**src/rtl/calc_mem_pkg.sv**
```systemverilog
// rtl/calc_mem_pkg.sv - shared types, defaults and address check for calc_mem
package calc_mem_pkg;

  localparam int DEPTH_DEFAULT = 16;

  typedef enum logic {INIT, READY} calc_mem_state_t;

  function automatic logic addr_in_range(input logic [15:0] addr, input int unsigned depth);
    return {16'd0, addr} < depth;
  endfunction

endpackage

```
**src/rtl/calc_mem_array.sv**
```systemverilog
// rtl/calc_mem_array.sv - word storage with registered read; CALC_MEM_PARITY_EN adds a parity column
module calc_mem_array #(
  parameter int DEPTH = 16,
  parameter int AW    = 4
) (
  input  logic          clk,
  input  logic          wr_en,
  input  logic [AW-1:0] addr,
  input  logic [15:0]   wr_data,
`ifdef CALC_MEM_PARITY_EN
  output logic          rd_par,
`endif
  output logic [15:0]   rd_data
);

  logic [15:0] mem [DEPTH];
  logic [15:0] rd_data_q;
  logic [15:0] rd_data_d;

  // The read samples the array before this edge's write lands: read-before-write.
  always_comb begin
    rd_data_d = mem[addr];
  end

  always_ff @(posedge clk) begin
    rd_data_q <= rd_data_d;
    if (wr_en) begin
      mem[addr] <= wr_data;
    end
  end

  assign rd_data = rd_data_q;

`ifdef CALC_MEM_PARITY_EN
  logic par_mem [DEPTH];
  logic rd_par_q;
  logic rd_par_d;

  always_comb begin
    rd_par_d = par_mem[addr];
  end

  always_ff @(posedge clk) begin
    rd_par_q <= rd_par_d;
    if (wr_en) begin
      par_mem[addr] <= ^wr_data;
    end
  end

  assign rd_par = rd_par_q;
`endif

endmodule

```
**src/rtl/calc_mem.sv**
```systemverilog
// rtl/calc_mem.sv - calculator memory: init sweep FSM, request decode, error flags
// Optional parity checking selected by CALC_MEM_PARITY_EN.
module calc_mem
  import calc_mem_pkg::*;
#(
  parameter int DEPTH = DEPTH_DEFAULT
) (
  input  logic        clk,
  input  logic        reset,
  input  logic        oe,
  input  logic        we,
  input  logic [15:0] mem_addr,
  input  logic [15:0] mem_data_in,
  output logic [15:0] mem_data_out,
  output logic        rd_valid,
  output logic        busy,
  output logic        addr_err,
  output logic        par_err
);

  localparam int AW = (DEPTH > 1) ? $clog2(DEPTH) : 1;

  calc_mem_state_t state_q, state_d;
  logic [AW-1:0]   sweep_q, sweep_d;
  logic            rd_valid_q, rd_valid_d;
  logic            addr_err_q, addr_err_d;

  logic            in_range;
  logic            arr_we;
  logic [AW-1:0]   arr_addr;
  logic [15:0]     arr_wdata;
  logic [15:0]     rd_data;

  always_comb begin
    state_d    = state_q;
    sweep_d    = sweep_q;
    rd_valid_d = 1'b0;
    addr_err_d = 1'b0;
    arr_we     = 1'b0;
    arr_addr   = mem_addr[AW-1:0];
    arr_wdata  = mem_data_in;
    in_range   = addr_in_range(mem_addr, DEPTH);

    case (state_q)
      INIT: begin
        // Requests are ignored here; the port is owned by the zeroing sweep.
        arr_we    = reset;
        arr_addr  = sweep_q;
        arr_wdata = '0;
        sweep_d   = sweep_q + AW'(1);
        if (sweep_q == AW'(DEPTH - 1)) begin
          state_d = READY;
          sweep_d = '0;
        end
      end
      READY: begin
        if (oe && we) begin
          addr_err_d = 1'b1;
        end else if (oe || we) begin
          if (!in_range) begin
            addr_err_d = 1'b1;
          end else if (oe) begin
            rd_valid_d = 1'b1;
          end else begin
            arr_we = reset;
          end
        end
      end
      default: begin
        state_d = INIT;
        sweep_d = '0;
      end
    endcase
  end

  always_ff @(posedge clk) begin
    if (!reset) begin
      state_q    <= INIT;
      sweep_q    <= '0;
      rd_valid_q <= 1'b0;
      addr_err_q <= 1'b0;
    end else begin
      state_q    <= state_d;
      sweep_q    <= sweep_d;
      rd_valid_q <= rd_valid_d;
      addr_err_q <= addr_err_d;
    end
  end

`ifdef CALC_MEM_PARITY_EN
  logic rd_par;

  calc_mem_array #(.DEPTH(DEPTH), .AW(AW)) u_array (
    .clk     (clk),
    .wr_en   (arr_we),
    .addr    (arr_addr),
    .wr_data (arr_wdata),
    .rd_par  (rd_par),
    .rd_data (rd_data)
  );

  assign par_err = rd_valid_q && ((^rd_data) != rd_par);
`else
  calc_mem_array #(.DEPTH(DEPTH), .AW(AW)) u_array (
    .clk     (clk),
    .wr_en   (arr_we),
    .addr    (arr_addr),
    .wr_data (arr_wdata),
    .rd_data (rd_data)
  );

  assign par_err = 1'b0;
`endif

  assign mem_data_out = rd_valid_q ? rd_data : '0;
  assign rd_valid     = rd_valid_q;
  assign addr_err     = addr_err_q;
  assign busy         = (state_q == INIT);

endmodule
```
**config.mk**
```make
export PLATFORM = sky130hd
export DESIGN_NAME = calc_mem
export DESIGN_NICKNAME = d
export VERILOG_FILES = /design/src/rtl/calc_mem_pkg.sv /design/src/rtl/calc_mem_array.sv /design/src/rtl/calc_mem.sv
export SDC_FILE = /design/constraint.sdc
export NUM_CORES = 1
export LEC_CHECK = 0
export ABC_AREA = 1
export ABC_CLOCK_PERIOD_IN_PS = 2200
export CORE_ASPECT_RATIO = 0.6
export CORE_MARGIN = 3
export CORE_UTILIZATION = 52
export DETAILED_ROUTE_END_ITERATION = 12
export GPL_ROUTABILITY_DRIVEN = 0
export PLACE_DENSITY = 0.73
export SETUP_SLACK_MARGIN = 0.3
export SYNTH_ARGS = -nofsm -noshare
export SYNTH_HDL_FRONTEND = slang
export SYNTH_SLANG_ARGS = --single-unit
```
**constraint.sdc**
```tcl
create_clock -name clk -period 2.2 [get_ports clk]
set_input_delay 0.44 -clock clk [delete_from_list [all_inputs] [get_ports clk]]
set_output_delay 0.44 -clock clk [all_outputs]
set_load 0.1 [all_outputs]
```
; ---- After elaboration in Yosys (flattened, before gate mapping)
; Memory sizes are Yosys's and may differ from the RTL's. A register that Yosys moved wholly into a read port is not among the register bits.
; Cells that the tools add are included.
; Widths: inputs -> output; s select.
[word_totals]
register_bits = 7
ram_bits = 256
in_bits = 36
wordCells = 33
n_memories = 1
[mem_list]
columns = name, words, width, rd, rd_ports_with_merged_regs, wr, line_no
row1 = u_array.mem, 16, 16, 1, 1, 1, calc_mem_array.sv:16  ; logic [15:0] mem [DEPTH];
[classes]
add_sub_neg = 1
n_lt_le_gt_ge = 1
n_eq_ne = 1
n_mux = 17
bitwise_logic = 4
n_reduce_logical = 4
[ops]
columns = op, count
row1 = $mux 16, 2
row2 = $lt 16x5->1 const B, 1
row3 = $mux 1, 12
row4 = $mux 4, 2
row5 = $reduce_or 5->1, 1
row6 = $add 4x1->4 const B, 1
row7 = $eq 4x4->1 const B, 1
row8 = $not 1->1, 4
row9 = $pmux 1 s2, 1
row10 = $reduce_and 2->1, 1
row11 = $logic_and 1x1->1, 1
row12 = $logic_or 1x1->1, 1

; ---- Depth between registers and ports, before layout
; Gate-level depths: netlist (run 1).
[logic_depth]
depth_word = 7
depth_mapped = 14
depth_no_buf = 11

; ---- Modules after synthesis
; From an unflattened synthesis (run 1), not the netlist that was laid out.
[hier_totals]
cells_unflattened = 1207
area_unflattened_um2 = 11860.1
[by_module_without_submodules]
columns = mod, instances, cells_per_inst, area_per_inst_um2
row1 = calc_mem_array, 1, 1070, 11151.9
row2 = calc_mem, 1, 137, 708.2

; ---- Worst setup path after synthesis (run 1)
; Ideal clock, no wire load.
[synth_path]
path_kind = reg2out
from = register rd_valid_q, in the netlist rd_valid
to = output mem_data_out[10]
arrival_time_ns = 2.152
t_required_ns = 1.760
path_slack_ns = -0.392
path_stages_with_launch = 5
n_path_buf = 2
cell_sequence = dfxtp_1 > clkbuf_1 > clkbuf_1 > nand2_1 > inv_1
[synth_between]
elab_chain_len = 1
[synth_lines]
columns = item, line_no
row1 = from (decl), calc_mem.sv:25  ; logic rd_valid_q, rd_valid_d;
row2 = from (signal assigned), calc_mem.sv:85  ; rd_valid_q <= rd_valid_d;
row3 = $mux 16, calc_mem.sv:115  ; assign mem_data_out = rd_valid_q ? rd_data : '0;
row4 = to (decl), calc_mem.sv:14  ; output logic [15:0] mem_data_out,
; Every way passes these cells.

; ---- Worst setup path after layout (run 1)
[layout_path]
from = register state_q
to = memory u_array.mem[5][9] (enable)
[layout_between]
elab_chain_len = 4
elab_cells_between_ends = 5
cone_classes = 4 x mux / 1 x bitwise
[layout_lines]
columns = item, line_no
row1 = from (decl), calc_mem.sv:23  ; calc_mem_state_t state_q, state_d;
row2 = from (signal assigned), calc_mem.sv:83  ; state_q <= state_d;
row3 = $not 1->1 (no line), n/a
row4 = $pmux 1 s2, calc_mem.sv:44  ; case (state_q)
row5 = $mux 1, calc_mem_array.sv:27  ; if (wr_en) begin
row6 = $mux 1 (not written as such), calc_mem_array.sv:28  ; mem[addr] <= wr_data;
row7 = to (decl), calc_mem_array.sv:16
; Parallel ways exist; a longest one is shown, timed or not.

==> out/qor.yml, run 1 <==
outcome:
  status: "finished, final reports clean"
final_layout:
  nFillCells: 1710
  diodes: 0
  finalNetCount: 1352
  drive_above_1_share: 0.139
  post-route-util: 0.659
  area_growth_pct: 22.3
  layout_commonest_cell: "nand2_1"
  final_cell_mix: "610 x nand2_1, 256 x edfxtp_1, 134 x nand3_1"
setup_path:
  r2r_slack_ns: 0.24
  critPathKind: "register to register"
  crit_chain: "buf_6 -> inv_12 -> or2_1 -> o21ai_2 -> inv_2 -> nor2_4 -> nand2_2 -> nor2_4 -> clkbuf_16"
  critPathMaxStageDelay_ns: 0.34
  ff2ff_path_depth: 9
  critPathMaxFanout: 7
  timing.rr.start: "state_q"
  crit_required_ns: 2.45
  rr_endpoint: "u_array.mem[5][9]"
  crit_arrival_ns: 2.21
  slowest_stage: "dfxtp_2"
  end_kind: "register"
  crit_top_cell: "nor2_4"
  cp-start-kind: "register"
floorplan:
  coreArea_um2: 22400
  start_util: 0.539
  rows: 42
  die_area_um2: 25200
  io_pins: 56
  fp.dieH_um: 124
  die_w_um: 203
global_routing:
  grt_usage: 0.248
  antenna_found_initial: 1
  first_global_vias: 8408
  grt-ovfl-total: 0
  grt_first_pass_wirelength_mm: 47.7
  grt_max_degree: 79
pwr:
  leakagePower_nw: 6.36
  peakVddDrop_v: 0.000604
  power_density_nw_per_um2: 742
  power_mw: 11.0
min_path:
  worstHoldPathType: "register to register"
  hold_start: "sweep_q[3]"
  min_path_cells: 2
  hold_end: "sweep_q[3]"
synthesis:
  syn_area_um2: 12100
  synth_edf_count: 256
  avgSynthCellArea_um2: 9.81
  ys_ff_latch: 279
  ys_types: 27
  async_reset_ff_frac: 0
  syn_inst: 1233
  synth_flop_cell: "edfxtp_1"
  yosysSeqAreaShare: 0.673
  synth_nets: 1270
  ys.warnings.count: 0
clocking:
  htree_levels: 1
  clkTransAtPathRegs_ns: 0.07
  cts_tree: "done"
  clock-sinks: 279
  cts-root-buf: "clkbuf_16"
  cts_inserted_buffers: 25
  max-clock-path-buffers: 3
  worstSkewPairLatency_ns: 0.54
  cts_hold_buf: 0
timing:
  worst_slew_pin_slew_ns: 0.627
  max_freq_ghz: 0.509
  period_minus_slack_ns: 1.96
  rsz0062_at_grt: "yes"
  slew_viol_final: 0
  final.period_utilization: 0.892
  fin_ws_ns: 0.237
  setup-violations-final: 0
  clock_skew_ns: 0.0187
  fin_setup_tns_ns: 0
  relSlewSlack: 0.582
  hold_viol_final: 0
placement:
  place_ws_ns: -0.143
  port_buffers: 54
  place.detailed.hpwl_mm: 18.6
detailed_routing:
  drt_iter0_drc: 1050
  drc: 0
  via_per_inst: 5.33
  detail_route.first_pass.iterations: 5
  wl_met1_mm: 13.9
  routed_wl_mm: 31.0
  vias: 8751
  antenna_left: 0
  route.met2.wl_mm: 13.7
  dr.max_layer_used: "met4"
  wl_met3_mm: 2.90
  post_drt_wl_per_cell_um: 18.9
run:
  drv_cap: 0
-- metrics by stage --
step	instance area (um2)	instances	hold slack [ns]
finish	14800	1642	0.593
global route	14800	1642	0.596
CTS	14600	1635	0.575
detailed placement	13800	1587	0.578
global placement	13800	1587	0.561
floorplan	12300	1233	0.498
-- cells by family after synthesis --
| group | after synthesis | share of synthesized area |
|---|---|---|
| xor+xnor | 1 | 0.000724 |
| other cells | 1 | 0.000310 |
| buf+inv | 150 | 0.0576 |
| simple gates | 793 | 0.263 |
| flops | 279 | 0.673 |
| fa+ha+maj | 1 | 0.00103 |
| compound gates | 8 | 0.00424 |
-- area by class of cell --
cell class | count | area [um2] | share of cell area
repair buffers | 126 | 1690 | 0.114
inverters | 79 | 349 | 0.0236
well taps | 308 | 385 | 0.0260
flip-flops and latches | 279 | 8150 | 0.551
clock inverters | 17 | 110 | 0.00744
multi-input cells | 804 | 3460 | 0.234
clock buffers | 29 | 651 | 0.0440
-- worst max-delay path: cells and delay by family, from the launching register on --
family | cells | cell delay (ns)
DFF | 1 | 0.34
buffers and inverters | 4 | 0.49
AOI/OAI and AO/OA | 1 | 0.08
and+or+nand+nor | 4 | 0.75
-- state kept, by name (all words and copies together) (netlist names) --
name,cells
u_array.rd_data,16
rd_valid,1
state_q,1
sweep_q,4
addr_err,1
u_array.mem,256
-- what timing repair did --
action | CTS | global route
pin swaps | 0 | 8
gates resized for setup | 3 | 27
setup endpoints to repair | 241 | 278
cloned | 0 | 2
setup buffers | 2 | 5
-- worst max path at each step --
stage / from / to / slack (ns) / depth (start not counted)
final: state_q / u_array.mem[5][9] / 0.24 / 9
after global routing: state_q / u_array.mem[5][9] / 0.18 / 9
after CTS: state_q / u_array.mem[2][1] / 0.22 / 9
after detailed placement: mem_addr[3] / u_array.mem[10][11] / -0.14 / 8
after global placement: mem_addr[3] / u_array.mem[10][11] / -0.11 / 8
after floorplan: mem_addr[7] / u_array.mem[10][0] / 0.13 / 6
-- synth_stat cells, drive strengths merged, types with 4 or more instances --
cell | instances | area, um2
nor3 | 4 | 20.0
clkbuf | 11 | 41.3
inv | 79 | 299
nand3 | 134 | 671
buf | 60 | 357
o21ai | 5 | 32.5
nand2 | 622 | 2350
nor2 | 31 | 129
edfxtp | 256 | 7690
dfxtp | 23 | 460
-- per-layer routing --
layer  vias to the layer above  GRT usage
li1                       4164          -
met1                      4150      0.374
met2                       393      0.381
met3                        44     0.0441
met4                         0     0.0579
met5                         -          0
-- where the power goes --
| part | leakage, nW | switching, mW | internal [mW] |
|---|---|---|---|
| clock network | 0.381 | 1.92 | 2.24 |
| logic | 3.27 | 0.605 | 0.331 |
| registers | 2.71 | 0.0555 | 5.82 |
(Power assumes the default switching activity.)
==> inputs of run 2 (changes only) <==
--- a/config.mk
+++ b/config.mk
@@ -12,6 +12,7 @@
 export CORE_UTILIZATION = 52
 export DETAILED_ROUTE_END_ITERATION = 12
 export GPL_ROUTABILITY_DRIVEN = 0
+export GPL_TIMING_DRIVEN = 0
 export PLACE_DENSITY = 0.73
 export SETUP_SLACK_MARGIN = 0.3
 export SYNTH_ARGS = -nofsm -noshare
==> run 2 against run 1 <==
Net effect:
- the flow now finishes with violations (negative setup slack)
- die area stayed put
- power increased by 7.7%
- clock power increased by 10%
- sequential power hardly changed
- cell count up 5.8%
- clock skew down 0.0061 ns
- routed wire length up 32%
- final area rose by 9.7%
- critical path type unchanged
- first-iteration DRC count is 36% higher
- via count grew 16%
- non-clock buffer count up 91
==> out/qor.yml, run 2 (synthesis results as in run 1) <==
outcome:
  status: "complete, but fails checks"
  violations: "negative setup slack"
floorplan:
  fp.dieH_um: 124
  rows: 42
  die_area_um2: 25200
  coreArea_um2: 22400
  die_w_um: 203
  start_util: 0.539
  io_pins: 56
final_layout:
  drive_above_1_share: 0.240
  final_cell_mix: "557 x nand2_1, 256 x edfxtp_1, 133 x nand3_1"
  layout.cells.non_filler: 1737
  finalNetCount: 1444
  area_growth_pct: 34.2
  largest-register: "u_array.mem"
  layout_commonest_cell: "nand2_1"
  nFillCells: 1433
  post-route-util: 0.723
  largest_reg_flops: 256
pwr:
  p_switching_mw: 2.88
  power_density_nw_per_um2: 728
  peakVddDrop_v: 0.000644
  leakagePower_nw: 7.01
  power_mw: 11.8
  pwr-share-seq: 0.498
  clockPowerShare: 0.388
  swShare: 0.244
  power_frac_comb: 0.115
  internal-power_mw: 8.93
placement:
  place.detailed.hpwl_mm: 22.9
  placed_cells: 1595
  port_buffers: 54
min_path:
  hold_end: "state_q"
  hold_start: "reset"
  min_path_cells: 3
  worstHoldPathType: "primary input to register"
setup_path:
  crit_buf_inv: 8
  critPathKind: "register to register"
  rr_endpoint: "u_array.mem[6][5]"
  r2r_slack_ns: -0.005
  cp-start-kind: "register"
  critPathMaxFanout: 7
  ff2ff_path_depth: 13
  slowest_stage: "dfxtp_2"
  crit_arrival_ns: 2.46
  timing.rr.start: "state_q"
  end_kind: "register"
  crit_start: "state_q"
  critPathMaxStageDelay_ns: 0.33
  cp_top_family: "buffers and inverters"
  crit_required_ns: 2.45
  crit_chain: "buf_8 -> buf_4 -> nand2_2 -> o21ai_4 -> inv_2 -> buf_6 -> buf_8 -> nor2_4 -> buf_4 -> nand2_2 -> nor2_4 -> buf_12 -> buf_16"
clocking:
  htree_levels: 1
  cts-root-buf: "clkbuf_16"
  worstSkewPairLatency_ns: 0.53
  cts_hold_buf: 0
  clkTransAtPathRegs_ns: 0.07
  cts_tree: "done"
  cts_inserted_buffers: 26
  max-clock-path-buffers: 3
  clock-sinks: 279
detailed_routing:
  drc: 0
  drt_iter0_drc: 1424
  post_drt_wl_per_cell_um: 23.5
  routed_wl_mm: 40.8
  vias: 10100
  via_per_inst: 5.83
  antenna_left: 0
  detail_route.first_pass.iterations: 8
global_routing:
  grt_first_pass_wirelength_mm: 54.6
  grt-ovfl-total: 0
  grt_usage: 0.297
  grt_max_degree: 17
  antenna_found_initial: 3
  first_global_vias: 9028
timing:
  rsz0062_at_grt: "yes"
  final.period_utilization: 1.00
  hold_viol_final: 0
  worst_slew_pin_slew_ns: 0.894
  relSlewSlack: 0.403
  setup-violations-final: 12
  period_minus_slack_ns: 2.21
  fin_ws_ns: -0.00511
  slew_viol_final: 0
  clock_skew_ns: 0.0126
  max_freq_ghz: 0.453
run:
  drv_cap: 0
## run 2: changes by cell type in the layout (fill, tap and decap cells not counted), sizes merged, moves of 2 or more
cell,change
clkinv,-10
clkbuf,+42
inv,-11
clkinvlp,+10
buf,+59
diode,+2
## run 2: area by class of cell
type	count	area (um2)	share of cell area
multi-input combinational	804	3730	0.230
clock inverter	7	88.8	0.00547
timing repair buffer	146	2040	0.126
buffer	71	681	0.0419
tap	308	385	0.0237
inverter	79	388	0.0239
clock buffer	41	759	0.0468
antenna	2	5.00	0.000308
sequential	279	8150	0.502
## run 2: worst max-delay path by stage
stage                               to  slack, ns  cells past startpoint
CTS                 u_array.mem[12][0]       0.11                      5
global route         u_array.mem[7][1]      -0.02                     12
global placement    u_array.mem[10][6]      -0.74                      8
finish               u_array.mem[6][5]     -0.005                     13
detailed placement  u_array.mem[13][9]      -0.77                      8
floorplan           u_array.mem[10][0]       0.13                      6
## run 2: tightest hold or removal path, delay by kind of cell
kind | cells | cell delay (ns)
buf+inv | 2 | 0.45
simple gates | 1 | 0.05
## run 2: repair_timing
action,4_1_cts,5_1_grt
setup buffers,48,32
gates cloned,6,6
setup endpoints to repair,470,546
pin swaps,20,21
resized for setup,221,161
## run 2: power by group through the flow
stage / Combinational, mW / Clock (mW) / Sequential, mW
after global placement: 0.921 / 0 / 5.97
after detailed placement: 0.939 / 0 / 5.97
after global routing: 1.42 / 4.78 / 5.88
after CTS: 1.07 / 4.56 / 5.87
after floorplan: 0.583 / 0 / 5.96
final: 1.35 / 4.58 / 5.88
## run 2: routing by layer
| layer | vias up | routed length (um) | global-route usage |
|---|---|---|---|
| met5 | - | 87 | 0 |
| met3 | 183 | 6010 | 0.107 |
| met1 | 4742 | 15500 | 0.417 |
| met4 | 4 | 1760 | 0.0765 |
| li1 | 4369 | - | - |
| met2 | 824 | 17500 | 0.444 |
## run 2: metrics by stage
| stage | setup TNS [ns] | instance area, um2 | worst slack (ns) | hold WS (ns) |
|---|---|---|---|---|
| 2_1_floorplan | 0 | 12300 | 0.129 | 0.498 |
| 3_3_place_gp | -174.86 | 13200 | -0.741 | 0.522 |
| 3_5_place_dp | -186.01 | 13200 | -0.771 | 0.536 |
| 4_1_cts | 0 | 15300 | 0.106 | 0.410 |
| 5_1_grt | -0.335 | 16200 | -0.0212 | 0.478 |
| 6_report | -0.0218 | 16200 | -0.00511 | 0.449 |
